<file path="src/rtl/demux_pkg.sv">
// Shared types and sizes for the round-robin demux scheduler.
// Latency: n/a (declarations only).
// Backpressure: n/a.
package demux_pkg;

    localparam int N_OUT = 4;
    localparam int CH_W  = 2;
    localparam int CNT_W = 8;

    typedef enum logic {
        IDLE = 1'b0,
        HOLD = 1'b1
    } state_t;

endpackage

</file>
<file path="src/rtl/rr_pick.sv">
// Rotating-start first-one finder over a 4-bit eligibility mask.
// Latency: purely combinational.
// Backpressure: none; found=0 when no bit of mask is set.
module rr_pick
    import demux_pkg::*;
(
    input  logic [3:0] mask,
    input  logic [1:0] start,
    output logic [1:0] idx,
    output logic       found
);

    logic [1:0] cand;

    // Walk from the farthest offset down so the nearest eligible channel wins.
    always_comb begin
        idx   = start;
        found = 1'b0;
        cand  = start;
        for (int k = N_OUT - 1; k >= 0; k--) begin
            cand = start + CH_W'(k);
            if (mask[cand]) begin
                idx   = cand;
                found = 1'b1;
            end
        end
    end

endmodule

</file>
<file path="src/rtl/demux_rr_scheduler.sv">
// One-word buffered demux steering upstream words to 4 channels, fixed or round-robin.
// Latency: 1 cycle from accept to out_valid; back-to-back one word per cycle.
// Backpressure: in_ready drops while the held word's channel is not ready or no target is eligible.
module demux_rr_scheduler #(
    parameter int DATA_W = 8,
    parameter int N_OUT  = 4
) (
    input  logic              clk,
    input  logic              rst_n,
    input  logic              in_valid,
    output logic              in_ready,
    input  logic [DATA_W-1:0] in_data,
    input  logic              mode,
    input  logic [1:0]        sel,
    input  logic [3:0]        en_mask,
    output logic [3:0]        out_valid,
    input  logic [3:0]        out_ready,
    output logic [DATA_W-1:0] out_data,
    output logic [31:0]       cnt_flat
);
    import demux_pkg::*;

    state_t                       state_q, state_d;
    logic [DATA_W-1:0]            data_q, data_d;
    logic [CH_W-1:0]              tgt_q, tgt_d;
    logic [CH_W-1:0]              rr_ptr_q, rr_ptr_d;
    logic [3:0]                   out_valid_q, out_valid_d;
    logic [3:0][CNT_W-1:0]        cnt_q, cnt_d;

    logic [CH_W-1:0]              pick_idx;
    logic                         pick_found;
    logic [CH_W-1:0]              new_tgt;
    logic                         tgt_ok;
    logic                         out_hs;
    logic                         accept;

    rr_pick u_rr_pick (
        .mask  (en_mask),
        .start (rr_ptr_q),
        .idx   (pick_idx),
        .found (pick_found)
    );

    // Handshake is judged on the captured target; live mask/mode/sel never touch a held word.
    always_comb begin
        new_tgt  = mode ? pick_idx : sel;
        tgt_ok   = mode ? pick_found : en_mask[sel];
        out_hs   = (state_q == HOLD) && out_ready[tgt_q];
        in_ready = tgt_ok && ((state_q == IDLE) || out_hs);
        accept   = in_valid && in_ready;
    end

    always_comb begin
        state_d     = state_q;
        data_d      = data_q;
        tgt_d       = tgt_q;
        rr_ptr_d    = rr_ptr_q;
        out_valid_d = out_valid_q;
        cnt_d       = cnt_q;

        if (out_hs) begin
            cnt_d[tgt_q] = cnt_q[tgt_q] + CNT_W'(1);
        end

        if (accept) begin
            state_d     = HOLD;
            data_d      = in_data;
            tgt_d       = new_tgt;
            out_valid_d = 4'b0001 << new_tgt;
            if (mode) begin
                rr_ptr_d = new_tgt + CH_W'(1);
            end
        end else if (out_hs) begin
            state_d     = IDLE;
            out_valid_d = '0;
        end
    end

    always_ff @(posedge clk or negedge rst_n) begin
        if (!rst_n) begin
            state_q     <= IDLE;
            data_q      <= '0;
            tgt_q       <= '0;
            rr_ptr_q    <= '0;
            out_valid_q <= '0;
            cnt_q       <= '0;
        end else begin
            state_q     <= state_d;
            data_q      <= data_d;
            tgt_q       <= tgt_d;
            rr_ptr_q    <= rr_ptr_d;
            out_valid_q <= out_valid_d;
            cnt_q       <= cnt_d;
        end
    end

    assign out_valid = out_valid_q;
    assign out_data  = data_q;
    assign cnt_flat  = cnt_q;

endmodule
</file>
<file path="config.mk">
export PLATFORM = sky130hd
export DESIGN_NAME = demux_rr_scheduler
export DESIGN_NICKNAME = d
export VERILOG_FILES = /design/src/rtl/demux_pkg.sv /design/src/rtl/rr_pick.sv /design/src/rtl/demux_rr_scheduler.sv
export SDC_FILE = /design/constraint.sdc
export NUM_CORES = 1
export LEC_CHECK = 0
export CORE_UTILIZATION = 48
export DETAILED_ROUTE_END_ITERATION = 8
export PLACE_DENSITY = 0.8
export RECOVER_POWER = 100
export SETUP_SLACK_MARGIN = 0.3
export SYNTH_ARGS = -nofsm -noshare
export SYNTH_HDL_FRONTEND = slang
export SYNTH_SLANG_ARGS = --single-unit
</file>
<file path="constraint.sdc">
create_clock -name clk -period 2.4 [get_ports clk]
set_clock_uncertainty 0.15 [all_clocks]
set_input_delay 0.48 -clock clk [delete_from_list [all_inputs] [get_ports clk]]
set_output_delay 0.48 -clock clk [all_outputs]
set_load 0.02 [all_outputs]
</file>
# ---- Word level (Yosys, flattened, before mapping)
# Cells that the tools add are included.
dict set report word_totals {
  input_bits 22
  register_bits 49
  elab_cells 61
}
dict set report op_classes {
  n_lt_le_gt_ge 7
  addsub 5
  n_reduce_logical 7
  mux 31
  bitwise 1
  n_shift 1
}
# op count
set ops {}
lappend ops {{$bwmux 32} 1}
lappend ops {{$lt 2x3->1 const B} 6}
lappend ops {{$bmux 8 s2} 1}
lappend ops {{$demux 8 s2} 1}
lappend ops {{$mux 8} 2}
lappend ops {{$mux 1} 13}
lappend ops {{$bmux 1 s2} 6}
lappend ops {{$mux 2} 5}
lappend ops {{$add 8x1->8 const B} 1}
lappend ops {{$mux 4} 2}
lappend ops {{$add 2x1->2 const B} 2}
lappend ops {{$add 2x2->2 const B} 2}
lappend ops {{$logic_and 1x1->1} 4}
lappend ops {{$shl 1x2->4 const A} 1}
lappend ops {{$ge 2x1->1 const B} 1}
lappend ops {{$reduce_and 2->1} 1}
lappend ops {{$reduce_bool 2->1} 1}
lappend ops {{$logic_or 1x1->1} 1}
lappend ops {{$not 1->1} 1}

# ---- Depth between registers and ports, before layout
# Gate-level depths: netlist of run 1.
dict set report logic_depth {
  depth_word 11
  ltp_mapped 7
  mapped_depth_nobuf 5
}

# ---- Modules after synthesis
# From an unflattened synthesis of run 1, not the netlist that was laid out.
dict set report unflattened {
  hier_cells 240
  hier_area_um2 2597.5
}
# module instances seq_area_each_um2 area_each_um2 cells_each
set modules_own_cells {}
lappend modules_own_cells {demux_rr_scheduler 1 1226.2 2497.4 224}
lappend modules_own_cells {rr_pick 1 0.0 100.1 16}

# ---- Least setup slack after synthesis of run 1
# No wires, ideal clock.
dict set report synth_path {
  path_kind {input -> register}
  start {input port sel[0]}
  end {register data_q[0], in the netlist out_data[0]}
  setup_ps 125
  path_slack_ps 389
  n_path_buf 1
  arrival_ps 1735
  stages 5
  path_cell_list {mux4_2 -> a21oi_1 -> nor3b_4 -> buf_6 -> mux2_4}
}
dict set report synth_between {
  elab_chain_cells 5
}
# element line_no
set synth_lines {}
lappend synth_lines {{start, declared} demux_rr_scheduler.sv:14} ;# input logic [1:0] sel,
lappend synth_lines {{$bmux 1 s2} demux_rr_scheduler.sv:47} ;# tgt_ok = mode ? pick_found : en_mask[sel];
lappend synth_lines {{$mux 1 (implied by the code)} demux_rr_scheduler.sv:47}
lappend synth_lines {{$mux 1} demux_rr_scheduler.sv:47}
lappend synth_lines {{$logic_and 1x1->1} demux_rr_scheduler.sv:49} ;# in_ready = tgt_ok && ((state_q == IDLE) || out_hs);
lappend synth_lines {{$logic_and 1x1->1} demux_rr_scheduler.sv:50} ;# accept = in_valid && in_ready;
lappend synth_lines {{end signal, assigned} demux_rr_scheduler.sv:89} ;# data_q <= data_d;
lappend synth_lines {{end, declared} demux_rr_scheduler.sv:24} ;# logic [DATA_W-1:0] data_q, data_d;
# Every way passes these cells. The select of a mux whose other input is x is not followed.
# A chain may end at the register's enable or synchronous reset.

# ---- Worst setup path in the final report of run 1
dict set report layout_path {
  start {register tgt_q[0]}
  end {register cnt_q, in the netlist cnt_flat[19]}
}
dict set report layout_between {
  elab_chain_cells 5
  elab_cells_between_ends 12
  cone_classes {add/sub: 1; order compare: 2; mux: 7; reduce/logical: 2}
}
# element line_no
set layout_lines {}
lappend layout_lines {{start, declared} demux_rr_scheduler.sv:25} ;# logic [CH_W-1:0] tgt_q, tgt_d;
lappend layout_lines {{start signal, assigned} demux_rr_scheduler.sv:90} ;# tgt_q <= tgt_d;
lappend layout_lines {{branches (longest 5 deep; another with $add 8x1->8)} -}
lappend layout_lines {{end signal, assigned} demux_rr_scheduler.sv:93} ;# cnt_q <= cnt_d;
lappend layout_lines {{end, declared} demux_rr_scheduler.sv:28} ;# logic [3:0][CNT_W-1:0] cnt_q, cnt_d;
# Parallel ways; which one is timed is not known. The select of a mux whose other input is x is not followed.

==> run_results.csv, run 1 <==
group,metric,value,unit
setup_path,reg2reg_depth,7,
sta,period_minus_slack,2.263,ns
clock_tree,clock_path_buffers,2,
setup_path,startpoint_type,"register",
synthesis,yosysTopAreaCell,"dfrtp_1",
sta,fin_hold_ws,0.3097,ns
sta,layout_setup_ws,0.1370,ns
synthesis,async_flop_share,100.0,%
global_route,grt_max_degree,28,
power,p_leak,0.001651,µW
clock_tree,htreeDepth,2,
cells_and_area,diodes,0,
detailed_routing,wl_met2,3240,µm
setup_path,cp.required,2.42,ns
global_route,grt_pass1_wl,9390,µm
synthesis,syn-cell-area,2454,µm²
global_route,grtUsageTotal,23.18,%
synthesis,synth_warnings,0,
setup_path,critical_path.max_fanout,9,
floorplan,start_util,50.94,%
cells_and_area,multiInputGateArea,1226,µm²
detailed_routing,drcViolationCount,0,
sta,fin_crit_sh,94.29,%
power,total_power,4629,µW
setup_path,r2r-end,"cnt_flat[19]",
floorplan,core_area,4817,µm²
placed_design,place.detailed.hpwl,4059,µm
floorplan,dieWidth,73.50,µm
cells_and_area,most-common-layout-cells,"dfrtp_1, dlygate4sd3_1, nand2_1, buf_4, o21ai_0",
clock_tree,cts_tree,"built",
clock_tree,clockRootBuffer,"clkbuf_8",
setup_path,end_kind,"register",
setup_path,critPathMaxStageDelay,0.55,ns
sta,setup-violations-final,0,
cells_and_area,drive_gt1_share,27.10,%
cells_and_area,nets,332,
setup_path,slowest_stage,"mux4_2",
power,ir_drop,0.0007893,V
global_route,gr-total-overflow,0,
placed_design,gp_congestion,0.7711,
synthesis,syn_area_per_cell,11.80,µm²
detailed_routing,dr_total_vias,2053,
detailed_routing,met3WireLength,273,µm
clock_tree,clk_latency,0.30,ns
setup_path,cp_cell_sequence,"clkbuf_1 > buf_12 > mux4_2 > and2_4 > nand2_1 > xor2_4 > o21ai_0",
sta,tightest_slew,1.219,ns
cells_and_area,mostFrequentLayoutCell,"dfrtp_1",
cells_and_area,final_area,3585,µm²
setup_path,path_class,"reg2reg",
clock_tree,numClockSinks,49,
cells_and_area,seq_area,1226,µm²
cells_and_area,nFillCells,357,
flow_run,drv_cap,0,
detailed_routing,highest_layer,"met4",
synthesis,netlist_instances,208,
setup_path,cp-endpoint,"cnt_flat[19]",
sta,drv_slew,0,
power,power.density,1291,nW/µm²
detailed_routing,wl_met1,2484,µm
placed_design,place_area,3297,µm²
synthesis,synth_fp_nets,231,
synthesis,synth_area_leaders,"dfrtp_1, mux4_2, mux2_4",
synthesis,synth_edf_count,0,
setup_path,cp-startpoint,"tgt_q[0]",
detailed_routing,firstDrtPassIters,4,
setup_path,r2r_start,"tgt_q[0]",
synthesis,ys_ff_latch,49,
clock_tree,cts_made_buffers,5,
synthesis,yosysUniqueCellTypes,47,
global_route,grt_pass1_vias,2047,
synthesis,yosysTopAreaCellShare,49.97,%
setup_path,reg2reg_slack,0.14,ns
run_status,status,"complete, no violations",
setup_path,worstPathArrival,2.29,ns
sta,max_freq,441.9,MHz
detailed_routing,routedWlPerCell,16.25,µm
placed_design,dpl_worst_slack,-0.5655,ns
floorplan,die_y,73.50,µm
detailed_routing,via_per_inst,5.446,
synthesis,ys_seq_area_share,49.97,%
detailed_routing,drtIter0Drc,115,
sta,rsz0062_at_grt,"yes",
clock_tree,clkTransAtPathRegs,0.09,ns
detailed_routing,ant_nets,0,
global_route,antenna_found_initial,0,
placed_design,numPortBuffers,66,
synthesis,synthFlopType,"dfrtp_1",
detailed_routing,routed_wirelength,6127,µm
sta,max_slew_margin,18.74,%
sta,hold_violations,0,
floorplan,boundaryPins,67,
hold_path,worstHoldPathType,"reg2reg",
floorplan,rows,25,
floorplan,die_area,5402,µm²
cells_and_area,syn2layout_area_growth,46.10,%
## worst min path at each step
stage	end	slack, ns	cells past startpoint	startpoint
2_1_floorplan	cnt_flat[0]	0.03	0	rst_n
3_3_place_gp	cnt_flat[15]	0.31	1	cnt_flat[15]
3_5_place_dp	cnt_flat[15]	0.31	1	cnt_flat[15]
4_1_cts	cnt_flat[15]	0.32	1	cnt_flat[15]
5_1_grt	cnt_flat[15]	0.34	1	cnt_flat[15]
6_report	cnt_flat[15]	0.31	1	cnt_flat[15]
## logic make-up after synthesis
kind of cell | Yosys count | share of synthesized area, %
DFF | 49 | 49.97
adders and majority gates | 1 | 0.5099
muxes | 23 | 15.65
buffers and inverters | 13 | 2.855
AOI/OAI and AO/OA | 45 | 10.91
xor gates and xnor gates | 9 | 3.825
and+or+nand+nor | 68 | 16.27
## flip-flops by register name, summed over array words and instances, names as in the netlist
name and cells:
cnt_flat 32, rr_ptr_q 2, state_q 1, out_data 8, out_valid 4, tgt_q 2
## Yosys cell counts, drive strengths merged (4+ instances only)
library cell	instances
a21oi	12
and2	4
mux2	12
buf	7
nor3b	4
nor2	10
mux4	9
nor2b	4
xor2	8
dfrtp	49
nand2	28
or2	4
o21ai	22
## cell type report
cell class,count,area share [%]
timing repair buffer,104,26.11
multi-input combinational,146,34.21
sequential,49,34.21
tap,67,2.339
clock buffer,7,2.688
clock inverter,1,0.1396
inverter,3,0.3141
## where the power goes
| part | internal (µW) | switching, µW | total (µW) | leakage [µW] |
|---|---|---|---|---|
| Sequential | 1150 | 241 | 1390 | 0.000613 |
| Combinational | 1290 | 1420 | 2710 | 0.000984 |
| Clock | 261 | 264 | 524 | 0.0000542 |
## metal layers
metal	global-route usage [%]	vias to the layer above
met3	2.881	12
li1	-	952
met5	0	-
met4	7.265	0
met1	29.74	1024
met2	40.88	65
## critical path: cells and delay by family (launching register included)
family | cells | cell delay [ns]
XOR/XNOR | 1 | 0.23
flip-flops | 1 | 0.38
multiplexers | 1 | 0.55
AND/OR/NAND/NOR | 2 | 0.40
buffers and inverters | 2 | 0.30
AO/OA/AOI/OAI | 1 | 0.13
## through the flow
step / utilization, % / cells / TNS, ns
3_5_place_dp: 68.44 / 351 / -7.753
2_1_floorplan: - / 208 / 0
3_3_place_gp: 68.44 / 351 / -6.786
5_1_grt: 74.42 / 377 / 0
6_report: 74.42 / 377 / 0
4_1_cts: 74.10 / 374 / 0
## repair_timing
item / in CTS / in global routing
cloned: 0 / 0
pin swaps: 5 / 16
buffers inserted: 14 / 3
gates resized for setup: 33 / 24
endpoints found under the hold margin: 8 / 0
hold buffers: 1 / 0
endpoints found under the setup margin: 42 / 33
Note: power is estimated with default switching activity, not from simulation.
==> run 2: changes to the inputs <==
Clock period 2.4 ns to 2.3 ns, I/O delays scaled along.
==> run 2 against run 1 <==
Net effect: sequential share of layout area decreased by 0.55 points; routed wire length increased by 2.2%; largest cell class is now multi-input combinational cells; maximum frequency increased by 2.8%; first-iteration DRC count increased by 36%.
==> run_results.csv, run 2 (synthesis gave the netlist of run 1 again) <==
group,metric,value,unit
setup_path,worstPathArrival,2.22,ns
setup_path,startpoint_type,"register",
run_status,status,"complete, no violations",
setup_path,cp-endpoint,"cnt_flat[26]",
hold_path,hold_path.startpoint,"cnt_flat[7]",
placed_design,place.detailed.hpwl,4023,µm
clock_tree,htreeDepth,2,
clock_tree,clk_latency,0.30,ns
sta,hold_violations,0,
power,p_leak,0.001658,µW
cells_and_area,most-common-layout-cells,"dfrtp_1, dlygate4sd3_1, nand2_1, buf_4, o21ai_0",
detailed_routing,drtIter0Drc,156,
hold_path,worstHoldPathType,"reg2reg",
floorplan,boundaryPins,67,
clock_tree,clock_path_buffers,2,
clock_tree,clkTransAtPathRegs,0.09,ns
placed_design,numPortBuffers,66,
placed_design,dpl_worst_slack,-0.6635,ns
floorplan,start_util,50.94,%
detailed_routing,firstDrtPassIters,4,
sta,tightest_slew,1.255,ns
floorplan,dieWidth,73.50,µm
sta,rsz0062_at_grt,"yes",
sta,period_minus_slack,2.201,ns
setup_path,critical_path.max_fanout,6,
setup_path,cp-startpoint,"tgt_q[0]",
global_route,grtUsageTotal,24.55,%
floorplan,die_y,73.50,µm
floorplan,die_area,5402,µm²
clock_tree,cts_made_buffers,5,
setup_path,path_class,"reg2reg",
power,ir_drop,0.0007400,V
sta,setup-violations-final,0,
placed_design,place_inst,352,
cells_and_area,mostFrequentLayoutCell,"dfrtp_1",
global_route,gr-total-overflow,0,
clock_tree,cts_tree,"built",
cells_and_area,nets,333,
detailed_routing,via_per_inst,5.481,
detailed_routing,ant_nets,0,
cells_and_area,syn2layout_area_growth,48.50,%
sta,max_slew_margin,16.37,%
power,power.density,1350,nW/µm²
setup_path,reg2reg_slack,0.1,ns
cells_and_area,drive_gt1_share,27.18,%
global_route,antenna_found_initial,0,
flow_run,drv_cap,0,
setup_path,r2r-end,"cnt_flat[26]",
setup_path,reg2reg_depth,7,
global_route,grt_pass1_vias,2041,
detailed_routing,drcViolationCount,0,
sta,fin_crit_sh,95.71,%
cells_and_area,nFillCells,335,
setup_path,r2r_start,"tgt_q[0]",
global_route,grt_pass1_wl,9811,µm
setup_path,end_kind,"register",
sta,drv_slew,0,
detailed_routing,routedWlPerCell,16.65,µm
placed_design,gp_congestion,0.7837,
clock_tree,clockRootBuffer,"clkbuf_8",
sta,max_freq,454.3,MHz
cells_and_area,final-instance-count-excl-fill,376,
sta,layout_setup_ws,0.09878,ns
power,total_power,4917,µW
clock_tree,numClockSinks,49,
detailed_routing,routed_wirelength,6260,µm
global_route,grt_max_degree,28,
detailed_routing,dr_total_vias,2061,
setup_path,cp.required,2.32,ns
floorplan,core_area,4817,µm²
cells_and_area,diodes,0,
floorplan,rows,25,
cells_and_area,largest_register_ffs,32,
## run 2: cell types whose count changed in the layout (fill, tap and decap cells not counted), moves of 2 or more
cell / delta
a21oi_1: +2
a21oi_2: -2
clkbuf_2: -2
clkbuf_4: -2
clkbuf_8: -2
clkdlybuf4s15_1: +2
nor3b_1: -2
nor3b_2: +2
o21ai_1: -2
o21ai_2: +2
## run 2: area by class of cell
class / instances / area (µm²) / area share (%)
Clock buffer: 5 / 68.82 / 1.889
Clock inverter: 1 / 5.005 / 0.1374
Inverter: 3 / 11.26 / 0.3091
Multi-Input combinational cell: 146 / 1252 / 34.38
Sequential cell: 49 / 1226 / 33.65
Tap cell: 67 / 83.83 / 2.301
Timing Repair Buffer: 105 / 996.0 / 27.34
## run 2: worst min-delay path by stage
stage,slack [ns],cells after the start,end
2_1_floorplan,0.01,0,cnt_flat[0]
3_3_place_gp,0.31,1,cnt_flat[3]
3_5_place_dp,0.31,1,cnt_flat[11]
4_1_cts,0.32,1,cnt_flat[7]
5_1_grt,0.32,1,cnt_flat[23]
6_report,0.31,1,cnt_flat[7]
## run 2: where the power goes
part / internal [µW] / switching, µW / total (µW) / leakage (µW)
clock: 201 / 270 / 470 / 0.0000399
combinational: 1480 / 1500 / 2980 / 0.00101
sequential: 1200 / 263 / 1460 / 0.000613
total: 2890 / 2030 / 4920 / 0.00166
## run 2: metal layers
| layer | global-route usage (%) | wire length [µm] | vias up |
|---|---|---|---|
| met3 | 4.527 | 415 | 19 |
| met2 | 40.77 | 3170 | 83 |
| met4 | 10.04 | 153 | 0 |
| met5 | 0 | 0 | - |
| li1 | - | - | 948 |
| met1 | 31.70 | 2520 | 1011 |
## run 2: through the flow
step / instance area (µm²) / util [%] / hold WS, ns / setup TNS [ns]
6_report: 3643 / 75.64 / 0.3125 / 0
5_1_grt: 3643 / 75.64 / 0.3248 / 0
4_1_cts: 3615 / 75.04 / 0.3221 / 0
3_5_place_dp: 3304 / 68.60 / 0.3078 / -9.615
3_3_place_gp: 3304 / 68.60 / 0.3057 / -8.128
2_1_floorplan: 2454 / - / 0.01441 / 0
## run 2: repair_timing
action / in CTS / in global routing
setup buffers: 14 / 2
hold endpoints to repair: 22 / 0
gates resized for setup: 41 / 22
setup endpoints to repair: 46 / 43
cloned: 1 / 0
pin swaps: 15 / 10
hold buffers: 1 / 0
## run 2: worst max-delay path, cell delays in order, from the launching register on
cell	delay (ns)
dfrtp_1	0.38
buf_4	0.14
buf_12	0.13
mux4_2	0.57
ha_4	0.22
buf_12	0.13
xnor2_4	0.22
o21ai_0	0.13
